### src/rtl/frame_sync_pkg.sv
// Shared types and constants for the frame synchroniser: FSM states,
// default sync word, length-field width and the mismatch-count helper.
package frame_sync_pkg;

  typedef enum logic [1:0] {
    SEARCH  = 2'd0,
    LENGTH  = 2'd1,
    PAYLOAD = 2'd2
  } state_t;

  localparam logic [31:0] DEFAULT_SYNC_WORD = 32'h1ACF_FC1D;
  localparam int          LEN_WIDTH         = 8;

  function automatic logic [5:0] popcount32(input logic [31:0] v);
    logic [5:0] n;
    n = 6'd0;
    for (int i = 0; i < 32; i++) begin
      n = n + {5'd0, v[i]};
    end
    return n;
  endfunction

endpackage

### src/rtl/frame_sync_correlator.sv
// Sliding-window sync detector: keeps the most recent bits and flags a match
// when the window (including the incoming bit) is within MAX_ERR of the pattern.
module sync_correlator
  import frame_sync_pkg::*;
#(
  parameter logic [31:0] SYNC_WORD  = DEFAULT_SYNC_WORD,
  parameter int          SYNC_WIDTH = 32,
  parameter int          MAX_ERR    = 0
) (
  input  logic clk,
  input  logic rst_n,
  input  logic shift_en,
  input  logic clear,
  input  logic bit_in,
  output logic match
);

  localparam int                    FW       = $clog2(SYNC_WIDTH + 1);
  localparam logic [FW-1:0]         FILL_MAX = FW'(SYNC_WIDTH);
  localparam logic [FW-1:0]         FILL_MIN = FW'(SYNC_WIDTH - 1);
  localparam logic [FW-1:0]         FILL_ONE = FW'(1);
  localparam logic [5:0]            ERR_LIM  = 6'(MAX_ERR);
  localparam logic [SYNC_WIDTH-1:0] PATTERN  = SYNC_WORD[SYNC_WIDTH-1:0];

  logic [SYNC_WIDTH-1:0] sr;
  logic [SYNC_WIDTH-1:0] sr_next;
  logic [FW-1:0]         fill;
  logic [31:0]           diff;
  logic                  unused_msb;

  assign unused_msb = sr[SYNC_WIDTH-1];

  // Candidate window and threshold compare, evaluated on the bit being accepted
  always_comb begin
    sr_next = {sr[SYNC_WIDTH-2:0], bit_in};
    diff    = 32'd0;
    diff[SYNC_WIDTH-1:0] = sr_next ^ PATTERN;
    match   = shift_en && (fill >= FILL_MIN) && (popcount32(diff) <= ERR_LIM);
  end

  // Shift register and saturating fill counter
  always_ff @(posedge clk or negedge rst_n) begin
    if (!rst_n) begin
      sr   <= '0;
      fill <= '0;
    end else if (clear) begin
      sr   <= '0;
      fill <= '0;
    end else if (shift_en) begin
      sr <= sr_next;
      if (fill != FILL_MAX) begin
        fill <= fill + FILL_ONE;
      end
    end
  end

endmodule

### src/rtl/frame_sync.sv
// Bit-stream frame synchroniser: hunts for the sync word, reads a one-byte
// length and emits the payload as an AXIS byte packet with tlast on the final byte.
module frame_sync
  import frame_sync_pkg::*;
#(
  parameter int          C_S00_AXIS_TDATA_WIDTH = 32,
  parameter int          C_M00_AXIS_TDATA_WIDTH = 32,
  parameter logic [31:0] SYNC_WORD              = DEFAULT_SYNC_WORD,
  parameter int          SYNC_WIDTH             = 32,
  parameter int          MAX_ERR                = 0,
  parameter int          MAX_LEN                = 255
) (
  input  logic                                  s00_axis_aclk,
  input  logic                                  s00_axis_aresetn,
  input  logic                                  s00_axis_tvalid,
  input  logic                                  s00_axis_tlast,
  input  logic [C_S00_AXIS_TDATA_WIDTH-1:0]     s00_axis_tdata,
  input  logic [C_S00_AXIS_TDATA_WIDTH/8-1:0]   s00_axis_tstrb,
  output logic                                  s00_axis_tready,
  input  logic                                  m00_axis_tready,
  output logic                                  m00_axis_tvalid,
  output logic                                  m00_axis_tlast,
  output logic [C_M00_AXIS_TDATA_WIDTH-1:0]     m00_axis_tdata,
  output logic [C_M00_AXIS_TDATA_WIDTH/8-1:0]   m00_axis_tstrb,
  output logic                                  locked
);

  localparam int                   OW        = C_M00_AXIS_TDATA_WIDTH;
  localparam logic [LEN_WIDTH-1:0] MAX_LEN_B = LEN_WIDTH'(MAX_LEN);
  localparam logic [2:0]           LAST_BIT  = 3'd7;

  state_t               state;
  state_t               state_next;
  logic [2:0]           bit_cnt;
  logic [2:0]           bit_cnt_next;
  logic [LEN_WIDTH-1:0] len;
  logic [LEN_WIDTH-1:0] len_next;
  logic [7:0]           acc;
  logic [7:0]           acc_next;
  logic [LEN_WIDTH-1:0] byte_cnt;
  logic [LEN_WIDTH-1:0] byte_cnt_next;
  logic [OW-1:0]        load_data;
  logic                 load;
  logic                 load_last;
  logic                 clear_sync;
  logic                 shift_sync;
  logic                 match;
  logic                 in_hs;
  logic                 out_hs;
  logic                 bit_in;
  logic                 unused_inputs;

  assign s00_axis_tready = m00_axis_tready | ~m00_axis_tvalid;
  assign in_hs           = s00_axis_tvalid & s00_axis_tready;
  assign out_hs          = m00_axis_tvalid & m00_axis_tready;
  assign bit_in          = s00_axis_tdata[0];
  assign m00_axis_tstrb  = '1;
  assign shift_sync      = in_hs && (state == SEARCH);
  assign unused_inputs   = ^{s00_axis_tlast, s00_axis_tstrb,
                             s00_axis_tdata[C_S00_AXIS_TDATA_WIDTH-1:1], len[7], acc[7]};

  sync_correlator #(
    .SYNC_WORD  (SYNC_WORD),
    .SYNC_WIDTH (SYNC_WIDTH),
    .MAX_ERR    (MAX_ERR)
  ) u_corr (
    .clk      (s00_axis_aclk),
    .rst_n    (s00_axis_aresetn),
    .shift_en (shift_sync),
    .clear    (clear_sync),
    .bit_in   (bit_in),
    .match    (match)
  );

  // Next-state and datapath decode; nothing moves without an input handshake
  always_comb begin
    state_next    = state;
    bit_cnt_next  = bit_cnt;
    len_next      = len;
    acc_next      = acc;
    byte_cnt_next = byte_cnt;
    load          = 1'b0;
    load_last     = 1'b0;
    clear_sync    = 1'b0;
    if (in_hs) begin
      case (state)
        SEARCH: begin
          if (match) begin
            state_next   = LENGTH;
            bit_cnt_next = 3'd0;
          end else begin
            state_next = SEARCH;
          end
        end
        LENGTH: begin
          len_next     = {len[6:0], bit_in};
          bit_cnt_next = bit_cnt + 3'd1;
          if (bit_cnt == LAST_BIT) begin
            if ((len_next == 8'd0) || (len_next > MAX_LEN_B)) begin
              state_next = SEARCH;
              clear_sync = 1'b1;
            end else begin
              state_next    = PAYLOAD;
              byte_cnt_next = len_next;
            end
          end else begin
            state_next = LENGTH;
          end
        end
        PAYLOAD: begin
          acc_next     = {acc[6:0], bit_in};
          bit_cnt_next = bit_cnt + 3'd1;
          if (bit_cnt == LAST_BIT) begin
            load          = 1'b1;
            load_last     = (byte_cnt == 8'd1);
            byte_cnt_next = byte_cnt - 8'd1;
            if (byte_cnt == 8'd1) begin
              state_next = SEARCH;
              clear_sync = 1'b1;
            end else begin
              state_next = PAYLOAD;
            end
          end else begin
            state_next = PAYLOAD;
          end
        end
        default: begin
          state_next   = SEARCH;
          bit_cnt_next = 3'd0;
          clear_sync   = 1'b1;
        end
      endcase
    end else begin
      state_next = state;
    end
    load_data      = '0;
    load_data[7:0] = acc_next;
  end

  // Frame state and lock indication
  always_ff @(posedge s00_axis_aclk or negedge s00_axis_aresetn) begin
    if (!s00_axis_aresetn) begin
      state    <= SEARCH;
      bit_cnt  <= 3'd0;
      len      <= '0;
      acc      <= 8'd0;
      byte_cnt <= '0;
      locked   <= 1'b0;
    end else begin
      state    <= state_next;
      bit_cnt  <= bit_cnt_next;
      len      <= len_next;
      acc      <= acc_next;
      byte_cnt <= byte_cnt_next;
      locked   <= (state_next != SEARCH);
    end
  end

  // One-entry output register; a load during out_hs replaces the held byte
  always_ff @(posedge s00_axis_aclk or negedge s00_axis_aresetn) begin
    if (!s00_axis_aresetn) begin
      m00_axis_tvalid <= 1'b0;
      m00_axis_tlast  <= 1'b0;
      m00_axis_tdata  <= '0;
    end else if (load) begin
      m00_axis_tvalid <= 1'b1;
      m00_axis_tlast  <= load_last;
      m00_axis_tdata  <= load_data;
    end else if (out_hs) begin
      m00_axis_tvalid <= 1'b0;
      m00_axis_tlast  <= 1'b0;
    end
  end

endmodule

### config.mk
export PLATFORM = sky130hd
export DESIGN_NAME = frame_sync
export DESIGN_NICKNAME = d
export VERILOG_FILES = /design/src/rtl/frame_sync_pkg.sv /design/src/rtl/frame_sync_correlator.sv /design/src/rtl/frame_sync.sv
export SDC_FILE = /design/constraint.sdc
export NUM_CORES = 1
export LEC_CHECK = 0
export CAP_MARGIN = 0
export CORE_ASPECT_RATIO = 2
export CORE_MARGIN = 2
export CORE_UTILIZATION = 25
export DETAILED_ROUTE_END_ITERATION = 10
export RECOVER_POWER = 50
export SYNTH_ARGS = -nofsm -noshare
export SYNTH_HDL_FRONTEND = slang
export SYNTH_SLANG_ARGS = --single-unit
### constraint.sdc
create_clock -name s00_axis_aclk -period 5.49 [get_ports s00_axis_aclk]
set_input_delay 1.098 -clock s00_axis_aclk [delete_from_list [all_inputs] [get_ports s00_axis_aclk]]
set_output_delay 1.098 -clock s00_axis_aclk [all_outputs]
set_load 0.01 [all_outputs]
# Word level (Yosys, flattened, before mapping)

Cells that the tools add are included.
W data, S select, Z words.

Bits of input ports: 41
Output and inout bits: 40
Register bits: 76

Bitwise operators: 5
Equal/unequal tests: 9
Muxes and demuxes: 35
$lt $le $gt $ge: 3
Add/sub/neg operators: 34
Reduce and logical (&&, ||, !) cells: 16

Operators with widths:

| operator              | number |
|---|---|
| $add A6 B1 Y6         | 30 |
| $mux W31              | 2 |
| $mux W8               | 5 |
| $not A19 Y19          | 1 |
| $mux W6               | 3 |
| $pmux W8 S2           | 1 |
| $mux W1               | 15 |
| $mux W2               | 5 |
| $reduce_bool A2 Y1    | 5 |
| $eq A8 B1 Y1 const B  | 1 |
| $gt A8 B8 Y1 const B  | 1 |
| $logic_not A8 Y1      | 1 |
| $ne A2 B2 Y1 const B  | 4 |
| $sub A8 B1 Y8 const B | 1 |
| $add A6 B1 Y6 const B | 1 |
| $ge A6 B5 Y1 const B  | 1 |
| $le A6 B1 Y1 const B  | 1 |
| $ne A6 B6 Y1 const B  | 1 |
| $pmux W2 S3           | 1 |
| $pmux W3 S2           | 1 |
| $reduce_and A2 Y1     | 3 |
| $reduce_and A5 Y1     | 1 |
| $add A3 B1 Y3 const B | 1 |
| $eq A3 B3 Y1 const B  | 1 |
| other kinds (12)      | 15 |

# Depth between registers and ports, before layout

Word-level depth: 38
Mapped depth: 17
Mapped depth without buffers: 17

# Modules after synthesis

Synthesis repeated with hierarchy kept, for this count alone.

Cell total of the unflattened synthesis: 439
Area total of the unflattened synthesis: 4618.2 um2

Modules (own cells, without submodules):

| module          | area each (um2) | instances | cells each |
|---|---|---|---|
| sync_correlator | 2414.8          | 1         | 229 |
| frame_sync      | 2203.4          | 1         | 210 |

# Worst setup path after synthesis

OpenSTA, ideal clock, no wires.

Kind: input to register
Start: input s00_axis_tdata[0]
End: register bit_cnt[0]
Setup time: 0.125 ns
Arrival: 5.646 ns
Cell stages on the path: 16
Setup slack: -0.281 ns
Required time: 5.365 ns
Cell sequence: inv_1 ha_1 fa_1 fa_1 fa_1 inv_1 fa_1 fa_1 inv_1 fa_1 inv_1 fa_1 nor2b_1 nand4_1 a21o_1 mux2_2

Cells in the longest elaborated chain, start to end: 36

Ends and longest elaborated chain:

| element                            | line                        | RTL |
|---|---|---|
| from (decl)                        | frame_sync.sv:17            | `input logic [C_S00_AXIS_TDATA_WIDTH-1:0] s00_axis_tdata,` |
| $not A19 Y19 (no source line)      | --                          |  |
| $add A1 B1 Y2                      | frame_sync_pkg.sv:18        | `n = n + {5'd0, v[i]};` |
| $add A6 B1 Y6 (30 in series)       | frame_sync_pkg.sv:18        |  |
| $le A6 B1 Y1                       | frame_sync_correlator.sv:38 | `match = shift_en && (fill >= FILL_MIN) && (popcount32(diff) <= ERR_LIM);` |
| $logic_and A1 B1 Y1                | frame_sync_correlator.sv:38 |  |
| $ne A2 B2 Y1 (no source line)      | --                          |  |
| $reduce_and A2 Y1 (no source line) | --                          |  |
| to (signal assigned)               | frame_sync.sv:151           | `bit_cnt <= bit_cnt_next;` |
| to (decl)                          | frame_sync.sv:34            | `logic [2:0] bit_cnt;` |

Every way passes these cells.
A chain may end at the register's enable or synchronous reset.

# Worst setup path in the final report

Ends and elaborated chain as after synthesis.

==> impl_metrics.yaml <==
run_status:
  status: "complete, but fails checks"
  violations: "capacitance limit, slew limit"
placed_design:
  gp_congestion: 0.875
  dp_slack_ns: -0.881
  dp_hpwl_mm: 6.82
  port_buffers: 16
power_and_ir_drop:
  power_density_nw_per_um2: 618
  pwr-share-seq_pct: 22.9
  power.switching_mw: 1.23
  static-leakage-power_nw: 2.35
  clkPwrFrac_pct: 20.5
  p_sw_share_pct: 39.3
  cellInternalPower_mw: 1.90
  pwr-share-comb_pct: 56.6
  power_mw: 3.13
  irDropWorstVdd_mv: 0.419
synth:
  synth-async-reset-ratio_pct: 100
  synth.distinct_cells: 48
  synth_top_cell_by_area: "dfrtp_1"
  synthesis.area_um2: 4420
  yosysWarnings: 0
  avgSynthCellArea_um2: 9.92
  ys.flop_type: "dfrtp_1"
  synth_cells: 446
  synth_edf_count: 0
  synth_area_leaders: "dfrtp_1, fa_1, nand2_1, ha_1, mux2_2"
  synth_seq_cells: 75
  synth_top_area_share_pct: 42.4
  synth-seq-area-share_pct: 42.4
timing:
  rsz0062_at_grt: "yes"
  period_minus_slack_ns: 5.46
  period_share_pct: 99.5
  hold_viol_final: 0
  timing.final.ws_setup_ns: 0.0287
  drv_slew: 76
  clock_skew_ns: 0.00727
  setup_viol: 0
  timing.fmax_mhz: 183
  slew_headroom_pct: -169
  worst_pin_slew_ns: 4.03
clocking:
  cts.sinks: 75
  holdBufCountCts: 0
  htreeDepth: 3
  cts.clk_slew.worst_paths_ns: 0.06
  clk_latency_ns: 0.34
  root_buffer: "clkbuf_16"
  cts_buffers: 9
  cts_tree: "built"
  ctsLongestPathBuffers: 2
grt:
  antenna_found_initial: 0
  grt_max_degree: 76
  gr-total-overflow: 0
  met2_usage_pct: 20.5
  use_met3_pct: 2.29
  grtUsageMet1_pct: 9.94
  busiest_layer: "met2"
  grt_usage_pct: 10.5
  grt_pass1_vias: 3342
  grt_pass1_wl_mm: 15.8
job:
  cap_violations: 1
drt:
  drtAntennaViolNets: 0
  avgRoutedWirePerCell_um: 13.6
  drc: 0
  routed_wl_mm: 9.23
  vias_per_cell: 4.59
  first_pass_iters: 5
  num_vias: 3108
  drtIter0Drc: 113
worst_hold_path:
  min_to: "m00_axis_tdata[0]"
  hold_class: "reg -> reg"
  worstHoldStart: "m00_axis_tdata[0]"
  hold_path_depth: 2
critical_path:
  arrival_ns: 5.68
  r2r_slack_ns: 0.45
  cp-startpoint: "s00_axis_tdata[0]"
  ff2ff_path_depth: 16
  crit_path_end_kind: "register"
  cp_max_fo: 2
  cp-start-kind: "input port"
  cp_data_required_time_ns: 5.71
  worstSetupPathType: "in -> reg"
  timing.rr.start: "u_corr.sr[0]"
  timing.rr.end: "bit_cnt[0]"
die:
  pin_count: 81
  dieArea_um2: 18800
  coreArea_um2: 17300
  die-width_um: 98.1
  rows: 68
  die_height_um: 192
  initial_core_util_pct: 25.6
layout:
  drive_gt1_share_pct: 12.6
  area_delta_synth_final_pct: 14.4
  antennaDiodeCount: 0
  nets: 544
## cell type report
type                       instances  area (um^2)
sequential                        75         1880
clock inverter                     7         98.8
fill                            1766        12200
tap                              210          263
multi-input combinational        301         2170
clock buffer                       9          225
timing repair buffer              25          230
inverter                          50          193
## critical path, cell delays in order
cell and delay, ns:
buf_8 0.11, inv_6 0.05, ha_4 0.19, fa_1 0.50, fa_1 0.43, fa_1 0.49, inv_1 0.05, fa_1 0.47
fa_1 0.50, inv_1 0.05, fa_1 0.48, inv_1 0.05, fa_1 0.34, nor4b_1 0.14, buf_4 0.13, nand4_1 0.09
a21o_1 0.16, mux2_2 0.34
## cell usage in the layout, fill, tap and decap left out, drive strengths merged, types with 2 or more instances in the layout
cell | Yosys | layout
a21oi | 35 | 35
a32o | 2 | 2
a41oi | 2 | 2
buf | 38 | 10
bufinv | 0 | 2
clkbuf | 8 | 10
clkdlybuf4s50 | 0 | 10
clkinv | 0 | 2
conb | 2 | 28
dfrtp | 75 | 75
dlygate4sd3 | 0 | 4
fa | 23 | 23
ha | 18 | 18
inv | 50 | 52
mux2 | 20 | 20
mux2i | 4 | 4
nand2 | 87 | 87
nand3 | 10 | 10
nand4 | 4 | 4
nand4b | 2 | 2
nor2 | 8 | 8
nor2b | 7 | 7
nor3 | 4 | 4
nor4 | 5 | 5
nor4b | 3 | 3
o211ai | 2 | 2
o21ai | 12 | 12
o31ai | 2 | 2
or3 | 2 | 2
or4 | 2 | 2
xnor2 | 3 | 3
## power groups by stage
stage | logic, mW | clock network [mW] | registers (mW)
2_1_floorplan | 1.25 | 0 | 0.698
3_3_place_gp | 1.71 | 0 | 0.718
6_report | 1.77 | 0.642 | 0.715
4_1_cts | 1.74 | 0.660 | 0.715
3_5_place_dp | 1.73 | 0 | 0.725
5_1_grt | 2.09 | 0.680 | 0.727
## synthesized netlist by cell type (2+ instances only)
library cell / instances
mux2_2: 20
nor2b_1: 6
inv_1: 50
xnor2_1: 3
ha_1: 18
nand4_1: 4
conb_1: 2
a41oi_1: 2
nand3_1: 10
nor2_1: 8
buf_2: 6
o21ai_0: 12
buf_4: 28
nand2_1: 87
nor3_1: 4
nor4_1: 5
a32o_1: 2
o31ai_1: 2
dfrtp_1: 75
fa_1: 23
clkbuf_1: 8
mux2i_1: 4
a21oi_1: 35
nor4b_1: 3
buf_6: 4
nand4b_1: 2
o211ai_1: 2
## what timing repair did
item / in CTS / in global routing
buffers inserted: 1 / 0
setup endpoints to repair: 5 / 5
pin swaps: 4 / 4
gates resized for setup: 9 / 2
## flip-flops by register name, indices dropped and copies added (netlist names)
register / flops
locked: 1
m00_axis_tdata: 8
u_corr.sr: 31
state: 2
m00_axis_tlast: 1
len: 7
byte_cnt: 8
acc: 7
m00_axis_tvalid: 1
u_corr.fill: 6
bit_cnt: 3
## kinds of logic after synthesis
kind of cell | share of synthesized area, %
XOR/XNOR | 0.594
adder cells (fa/ha/maj) | 15.5
AO/OA/AOI/OAI | 9.22
AND/OR/NAND/NOR | 14.7
flip-flops | 42.4
buffers and inverters | 11.4
other | 0.170
multiplexers | 6.00
## routing by layer
layer	wire length, um	vias to the layer above	part of all wire [%]
met2	5290	88	57
met1	3290	1549	36
met4	300	0	3.2
met3	356	19	3.9
li1	-	1452	-
met5	0	-	0
## stage by stage
stage | util [%] | cells | hold slack (ns) | TNS [ns] | instance area (um^2)
after floorplan | - | 472 | 0.464 | -0.0449 | 4540
after global placement | 27.3 | 660 | 0.473 | -3.94 | 4710
after detailed placement | 27.3 | 660 | 0.479 | -4.08 | 4710
after CTS | 29.3 | 677 | 0.498 | -0.111 | 5050
after global routing | 29.3 | 677 | 0.513 | -0.296 | 5060
final | 29.3 | 677 | 0.500 | 0 | 5060
## how the worst max path moves through the flow
stage / slack [ns] / end / cells after the start
2_1_floorplan: -0.04 / bit_cnt[0] / 16
3_3_place_gp: -0.86 / bit_cnt[0] / 18
3_5_place_dp: -0.88 / bit_cnt[0] / 17
4_1_cts: -0.06 / bit_cnt[0] / 17
5_1_grt: -0.12 / bit_cnt[1] / 18
6_report: 0.03 / bit_cnt[0] / 18
Note: power is estimated with default switching activity, not from simulation.
